<file path="config.mk">
export PLATFORM = sky130hd
export DESIGN_NAME = dac_spi_streamer
export DESIGN_NICKNAME = d
export VERILOG_FILES = /design/src/rtl/dac_spi_streamer.sv
export SDC_FILE = /design/constraint.sdc
export NUM_CORES = 1
export LEC_CHECK = 0
export BUFFER_PORTS_ARGS = -buffer_cell sky130_fd_sc_hd__buf_4
export CELL_PAD_IN_SITES_DETAIL_PLACEMENT = 0
export CELL_PAD_IN_SITES_GLOBAL_PLACEMENT = 1
export CORE_MARGIN = 5
export CORE_UTILIZATION = 43
export CTS_BUF_LIST = sky130_fd_sc_hd__clkbuf_4 sky130_fd_sc_hd__clkbuf_8
export DETAILED_ROUTE_END_ITERATION = 10
export PLACE_DENSITY = 0.78
export REMOVE_ABC_BUFFERS = 1
export SETUP_SLACK_MARGIN = 0.4
export SYNTH_ARGS = -nofsm -noshare
export SYNTH_HDL_FRONTEND = slang
export SYNTH_SLANG_ARGS = --single-unit
</file>
<file path="constraint.sdc">
create_clock -name clk -period 2.5 [get_ports clk]
set_input_delay 0.75 -clock clk [delete_from_list [all_inputs] [get_ports clk]]
set_output_delay 0.75 -clock clk [all_outputs]
set_load 0.02 [all_outputs]
</file>
<file path="src/rtl/dac_spi_streamer.sv">
// Dual-channel DAC output stage: captures a signed sample pair, sends two 24-bit SPI frames, then pulses LDAC.
// Optional gain scaling stage is enabled with the DAC_SPI_STREAMER_GAIN_EN macro.
module dac_spi_streamer #(
  parameter int         SCLK_DIV  = 4,
  parameter int         CS_GAP    = 2,
  parameter logic [3:0] CMD_WRITE = 4'h1,
  parameter logic [3:0] ADDR_A    = 4'b0001,
  parameter logic [3:0] ADDR_B    = 4'b1000
) (
  input  logic               clk,
  input  logic               rst,
  input  logic               sample_valid,
  input  logic signed [15:0] wave_a,
  input  logic signed [15:0] wave_b,
`ifdef DAC_SPI_STREAMER_GAIN_EN
  input  logic        [15:0] gain_a,
  input  logic        [15:0] gain_b,
`endif
  input  logic               overrun_clr,
  output logic               busy,
  output logic               overrun,
  output logic               dac_sclk,
  output logic               dac_cs_n,
  output logic               dac_mosi,
  output logic               dac_ldac_n
);

  typedef enum logic [2:0] {
    ST_IDLE,
`ifdef DAC_SPI_STREAMER_GAIN_EN
    ST_SCALE,
`endif
    ST_FRAME_A,
    ST_GAP_A,
    ST_FRAME_B,
    ST_GAP_B,
    ST_LDAC
  } state_t;

  localparam logic [15:0] HALF_LAST = 16'(SCLK_DIV - 1);
  localparam logic [15:0] GAP_LAST  = 16'(CS_GAP - 1);
  localparam logic [15:0] LDAC_LAST = 16'(2 * SCLK_DIV - 1);

  state_t      state_r, state_nxt_s;
  logic [15:0] cnt_r, cnt_nxt_s;
  logic [4:0]  bit_r, bit_nxt_s;
  logic [23:0] shift_r, shift_nxt_s;
  logic [23:0] frame_b_r, frame_b_nxt_s;
  logic [23:0] frame_a_s, frame_b_s;
  logic        busy_r, overrun_r, sclk_r, cs_n_r, mosi_r, ldac_n_r;
  logic        overrun_nxt_s, sclk_nxt_s, cs_n_nxt_s, mosi_nxt_s, ldac_n_nxt_s;

`ifdef DAC_SPI_STREAMER_GAIN_EN
  logic [15:0] wa_r, wb_r, ga_r, gb_r;

  // Q1.15 gain multiply with floor shift and saturation to the signed 16-bit range.
  function automatic logic [15:0] sat_scale(input logic [15:0] w, input logic [15:0] g);
    logic signed [32:0] prod;
    logic signed [32:0] shifted;
    prod    = $signed({{17{w[15]}}, w}) * $signed({17'd0, g});
    shifted = prod >>> 15;
    if (shifted > 33'sd32767) begin
      sat_scale = 16'h7FFF;
    end else if (shifted < -33'sd32768) begin
      sat_scale = 16'h8000;
    end else begin
      sat_scale = shifted[15:0];
    end
  endfunction

  // Capture samples and gains on an accepted strobe; SCALE consumes them next cycle.
  always_ff @(posedge clk or posedge rst) begin
    if (rst) begin
      wa_r <= 16'h0000;
      wb_r <= 16'h0000;
      ga_r <= 16'h0000;
      gb_r <= 16'h0000;
    end else if (state_r == ST_IDLE && sample_valid) begin
      wa_r <= wave_a;
      wb_r <= wave_b;
      ga_r <= gain_a;
      gb_r <= gain_b;
    end else begin
      wa_r <= wa_r;
      wb_r <= wb_r;
      ga_r <= ga_r;
      gb_r <= gb_r;
    end
  end
`endif

  // Frame words: command, address, offset-binary data.
  always_comb begin
`ifdef DAC_SPI_STREAMER_GAIN_EN
    frame_a_s = {CMD_WRITE, ADDR_A, sat_scale(wa_r, ga_r) ^ 16'h8000};
    frame_b_s = {CMD_WRITE, ADDR_B, sat_scale(wb_r, gb_r) ^ 16'h8000};
`else
    frame_a_s = {CMD_WRITE, ADDR_A, wave_a ^ 16'h8000};
    frame_b_s = {CMD_WRITE, ADDR_B, wave_b ^ 16'h8000};
`endif
  end

  // Next-state and next-output logic; every output is registered from these values.
  always_comb begin
    state_nxt_s   = state_r;
    cnt_nxt_s     = cnt_r;
    bit_nxt_s     = bit_r;
    shift_nxt_s   = shift_r;
    frame_b_nxt_s = frame_b_r;
    sclk_nxt_s    = sclk_r;
    cs_n_nxt_s    = cs_n_r;
    mosi_nxt_s    = mosi_r;
    ldac_n_nxt_s  = ldac_n_r;

    if (sample_valid && state_r != ST_IDLE) begin
      overrun_nxt_s = 1'b1;
    end else if (overrun_clr) begin
      overrun_nxt_s = 1'b0;
    end else begin
      overrun_nxt_s = overrun_r;
    end

    case (state_r)
      ST_IDLE: begin
        if (sample_valid) begin
`ifdef DAC_SPI_STREAMER_GAIN_EN
          state_nxt_s   = ST_SCALE;
`else
          state_nxt_s   = ST_FRAME_A;
          shift_nxt_s   = frame_a_s;
          frame_b_nxt_s = frame_b_s;
          cs_n_nxt_s    = 1'b0;
          mosi_nxt_s    = frame_a_s[23];
          cnt_nxt_s     = 16'd0;
          bit_nxt_s     = 5'd0;
`endif
        end else begin
          state_nxt_s = ST_IDLE;
        end
      end
`ifdef DAC_SPI_STREAMER_GAIN_EN
      ST_SCALE: begin
        state_nxt_s   = ST_FRAME_A;
        shift_nxt_s   = frame_a_s;
        frame_b_nxt_s = frame_b_s;
        cs_n_nxt_s    = 1'b0;
        mosi_nxt_s    = frame_a_s[23];
        cnt_nxt_s     = 16'd0;
        bit_nxt_s     = 5'd0;
      end
`endif
      ST_FRAME_A, ST_FRAME_B: begin
        if (cnt_r == HALF_LAST) begin
          cnt_nxt_s = 16'd0;
          if (!sclk_r) begin
            sclk_nxt_s = 1'b1;
          end else begin
            sclk_nxt_s = 1'b0;
            if (bit_r == 5'd23) begin
              cs_n_nxt_s  = 1'b1;
              mosi_nxt_s  = 1'b0;
              state_nxt_s = (state_r == ST_FRAME_A) ? ST_GAP_A : ST_GAP_B;
            end else begin
              bit_nxt_s   = bit_r + 5'd1;
              shift_nxt_s = {shift_r[22:0], 1'b0};
              mosi_nxt_s  = shift_r[22];
            end
          end
        end else begin
          cnt_nxt_s = cnt_r + 16'd1;
        end
      end
      ST_GAP_A: begin
        if (cnt_r == GAP_LAST) begin
          cnt_nxt_s   = 16'd0;
          bit_nxt_s   = 5'd0;
          shift_nxt_s = frame_b_r;
          mosi_nxt_s  = frame_b_r[23];
          cs_n_nxt_s  = 1'b0;
          state_nxt_s = ST_FRAME_B;
        end else begin
          cnt_nxt_s = cnt_r + 16'd1;
        end
      end
      ST_GAP_B: begin
        if (cnt_r == GAP_LAST) begin
          cnt_nxt_s    = 16'd0;
          ldac_n_nxt_s = 1'b0;
          state_nxt_s  = ST_LDAC;
        end else begin
          cnt_nxt_s = cnt_r + 16'd1;
        end
      end
      ST_LDAC: begin
        if (cnt_r == LDAC_LAST) begin
          cnt_nxt_s    = 16'd0;
          ldac_n_nxt_s = 1'b1;
          state_nxt_s  = ST_IDLE;
        end else begin
          cnt_nxt_s = cnt_r + 16'd1;
        end
      end
      default: begin
        state_nxt_s  = ST_IDLE;
        cnt_nxt_s    = 16'd0;
        sclk_nxt_s   = 1'b0;
        cs_n_nxt_s   = 1'b1;
        mosi_nxt_s   = 1'b0;
        ldac_n_nxt_s = 1'b1;
      end
    endcase
  end

  // State, counters and registered outputs.
  always_ff @(posedge clk or posedge rst) begin
    if (rst) begin
      state_r   <= ST_IDLE;
      cnt_r     <= 16'd0;
      bit_r     <= 5'd0;
      shift_r   <= 24'd0;
      frame_b_r <= 24'd0;
      busy_r    <= 1'b0;
      overrun_r <= 1'b0;
      sclk_r    <= 1'b0;
      cs_n_r    <= 1'b1;
      mosi_r    <= 1'b0;
      ldac_n_r  <= 1'b1;
    end else begin
      state_r   <= state_nxt_s;
      cnt_r     <= cnt_nxt_s;
      bit_r     <= bit_nxt_s;
      shift_r   <= shift_nxt_s;
      frame_b_r <= frame_b_nxt_s;
      busy_r    <= (state_nxt_s != ST_IDLE);
      overrun_r <= overrun_nxt_s;
      sclk_r    <= sclk_nxt_s;
      cs_n_r    <= cs_n_nxt_s;
      mosi_r    <= mosi_nxt_s;
      ldac_n_r  <= ldac_n_nxt_s;
    end
  end

  assign busy       = busy_r;
  assign overrun    = overrun_r;
  assign dac_sclk   = sclk_r;
  assign dac_cs_n   = cs_n_r;
  assign dac_mosi   = mosi_r;
  assign dac_ldac_n = ldac_n_r;

endmodule

</file>
==> impl_metrics.csv <==
group,metric,value,unit
power,p_leak,0.002100,µW
synth,yosys-mux-area-fraction,12.01,%
floorplan,initial_utilization,44.25,%
clock_network,cts_sinks,70,
clock_network,cts.path.max_buffers,2,
synth,syn-mean-instance-area,10.60,µm²
layout,finalNetCount,448,
run,drv_cap,0,
routing,vias_per_cell,5.604,
synth,synth_compound_area_share,13.08,%
grt,grt_max_degree,71,
timing,timing.clock.skew,0.01511,ns
timing,fmax,461.0,MHz
timing,hold_viol,0,
layout,multi_input_comb_area,1856,µm²
grt,antenna_found_initial,0,
timing,timing.slew.headroom,61.09,%
layout,final_common_cell,"buf_4",
timing,timing.final.crit_period,2.169,ns
timing,grt_setup_unrepaired,"yes",
layout,syn_to_final_growth,28.25,%
synth,synth.yosys.seq_area_share,48.25,%
synth,synth_edf_count,0,
worst_setup_path,cp.required,2.74,ns
layout,antennaDiodeCount,0,
layout,layout_common_cells,"buf_4, dfrtp_1, nand2_1",
synth,netlist_top_cells_area,"dfrtp_1, mux2_2, o21ai_0",
synth,synth_top_family_by_area,"simple AND/OR/NAND/NOR gates",
timing,drv_slew,0,
timing,layout_worst_path_cycle_share,86.78,%
placed_design,globalplace.congestion,0.8426,
clock_network,cts_root_buf,"clkbuf_8",
routing,detail_route.wirelength,8.847,mm
routing,post_drt_wl_per_cell,17.08,µm
grt,grt_first_pass_wirelength,14.10,mm
clock_network,cts_tree,"yes",
power,ir_worst_vdd,0.2390,mV
grt,globalRoute.totalOverflow,0,
placed_design,hpwlAfterDp,5.576,mm
clock_network,cts.clk_slew.worst_paths,0.07,ns
worst_setup_path,worstSetupStartpointType,"flip-flop",
routing,number_of_optimization_iterations_in_the_first_detailed_route_pass,4,
placed_design,instance_area_after_placement,4100,µm²
synth,ys_ff_latch,70,
synth,netlist-cell-type-count,54,
floorplan,die_width,102.0,µm
routing,route.vias.total,2903,
worst_setup_path,cp_max_fo,5,
synth,synthesis.area,3636,µm²
synth,synthAdderAreaFrac,1.376,%
synth,synthCells,343,
clock_network,numCtsBuffers,9,
floorplan,fp-row-count,33,
routing,first_iter_violations,139,
grt,grt_usage,17.43,%
power,cellPowerDensity,725.2,nW/µm²
synth,synth_xor_xnor_area_share,2.650,%
routing,final_antenna_net_count,0,
placed_design,preCtsSetupSlack,0.1322,ns
clock_network,clkLatencyLatePin,0.36,ns
synth,synth.yosys.warnings,0,
hold_path,hp-class,"primary input to asynchronous set/reset pin",
clock_network,h-tree-depth,3,
grt,first_global_vias,2879,
floorplan,die_area,10390,µm²
timing,tightest_slew,0.5788,ns
worst_setup_path,crit_arrival,2.41,ns
floorplan,die_h,102.0,µm
layout,final_area,4663,µm²
synth,postSynth.asyncResetShare,100.0,%
timing,finalSetupViolations,0,
synth,synth_top_flop_cell,"dfrtp_1",
clock_network,holdBufCountCts,0,
worst_setup_path,worst_setup_path_end_kind,"flip-flop",
layout,filler_cell_count,689,
layout,area.sequential,1760,µm²
outcome,outcome,"finished, final reports clean",
floorplan,core_area,8217,µm²
synth,yosysTopAreaCell,"dfrtp_1",
synth,post_synth_and_or_nand_nor_area_fraction,19.03,%
synth,netlist.area_leader.share,46.80,%
placed_design,io_buffers,41,
worst_setup_path,critical_path_class,"flip-flop to flip-flop",
floorplan,boundaryPins,42,
timing,worst_slack,0.3306,ns
routing,detail_route.drc_violations,0,
layout,drive_above_1_share,39.47,%
repair_timing:
action | 4_1_cts | 5_1_grt
setup endpoints to repair | 26 | 43
setup buffers | 10 | 7
pin swaps | 5 | 7
gates cloned | 1 | 2
resized for setup | 13 | 22
critical path: stages, from the launching register on:
cell,delay (ns)
dfrtp_1,0.42
ha_4,0.18
nand4b_1,0.14
a21oi_2,0.07
or3_4,0.41
nor3_4,0.23
buf_6,0.16
buf_12,0.12
mux2_2,0.32
area by class of cell:
type                       instances  share of cell area (%)
multi-input combinational        246                   39.79
clock inverter                     6                   2.012
clock buffer                      10                   2.951
tap                              105                   2.817
timing repair buffer              76                   14.27
inverter                           5                  0.4025
sequential                        70                   37.75
registers in the layout, indices dropped and copies added (netlist names):
signal / cells
dac_sclk: 1
frame_b_r: 17
dac_ldac_n: 1
shift_r: 23
dac_mosi: 1
dac_cs_n: 1
busy: 1
state_r: 3
bit_r: 5
cnt_r: 16
overrun: 1
synthesized netlist by cell type, types with 2 or more instances:
library cell,count
mux2_2,32
and2_1,2
or2_2,4
o22ai_1,7
nand4b_1,2
ha_1,4
a22o_1,6
and3_1,2
or3_1,3
buf_6,2
a22oi_1,15
and4_2,3
nand4_1,4
nor3_1,6
dfstp_2,2
buf_4,3
mux2_1,5
nor4_2,2
xnor2_1,5
nor2_1,30
clkbuf_1,14
inv_1,5
nand2b_1,4
nor4_4,3
nand2_1,32
xor2_1,6
mux2i_1,2
o21ai_0,24
nand3_1,7
and3_2,2
dfrtp_1,68
nor2b_1,4
buf_2,3
a41oi_1,2
a21oi_1,9
logic make-up (layout without fill, tap and decap cells):
family          after synthesis  count (layout)
mux                          39              39
fa+ha+maj                     4               4
flops                        70              70
buf+inv                      27              97
compound gates               72              72
xor+xnor                     11              11
simple gates                120             120
stage by stage:
step	util [%]	hold slack, ns	total power, µW	instances	setup TNS [ns]
final	56.75	0.4759	3382	518	0
after global placement	49.90	0.4725	2094	482	0
after CTS	54.52	0.4856	3258	509	0
after floorplan	-	0.4585	1943	321	-5.893
after detailed placement	49.90	0.4803	2127	482	0
after global routing	56.75	0.5168	3551	518	0
worst paths after layout:
path	cells past startpoint	slack [ns]	to	startpoint
setup / recovery	8	0.33	shift_r[0]$_DFFE_PP0P_	bit_r[0]$_DFFE_PP0P_
max in group asynchronous	3	1.69	dac_cs_n$_DFFE_PP1P_	rst
setup reg to reg	8	0.33	shift_r[0]$_DFFE_PP0P_	bit_r[0]$_DFFE_PP0P_
min in group clk	2	0.50	dac_ldac_n$_DFFE_PP1P_	dac_ldac_n$_DFFE_PP1P_
hold / removal	3	0.48	busy$_DFF_PP0_	rst
hold reg to reg	2	0.50	dac_ldac_n$_DFFE_PP1P_	dac_ldac_n$_DFFE_PP1P_
per-layer routing:
metal	part of all wire [%]	track usage, %	vias to the layer above	wire, µm
met3	5.2	2.935	14	459
li1	-	-	1374	-
met5	0	0	-	0
met2	46	26.21	74	4053
met1	47	24.74	1441	4164
met4	1.9	7.871	0	170
report_power, final:
group          switching [µW]  internal [µW]
Clock                     461            596
Sequential                210           1340
Combinational             278            499
Note: power is estimated with default switching activity, not from simulation.
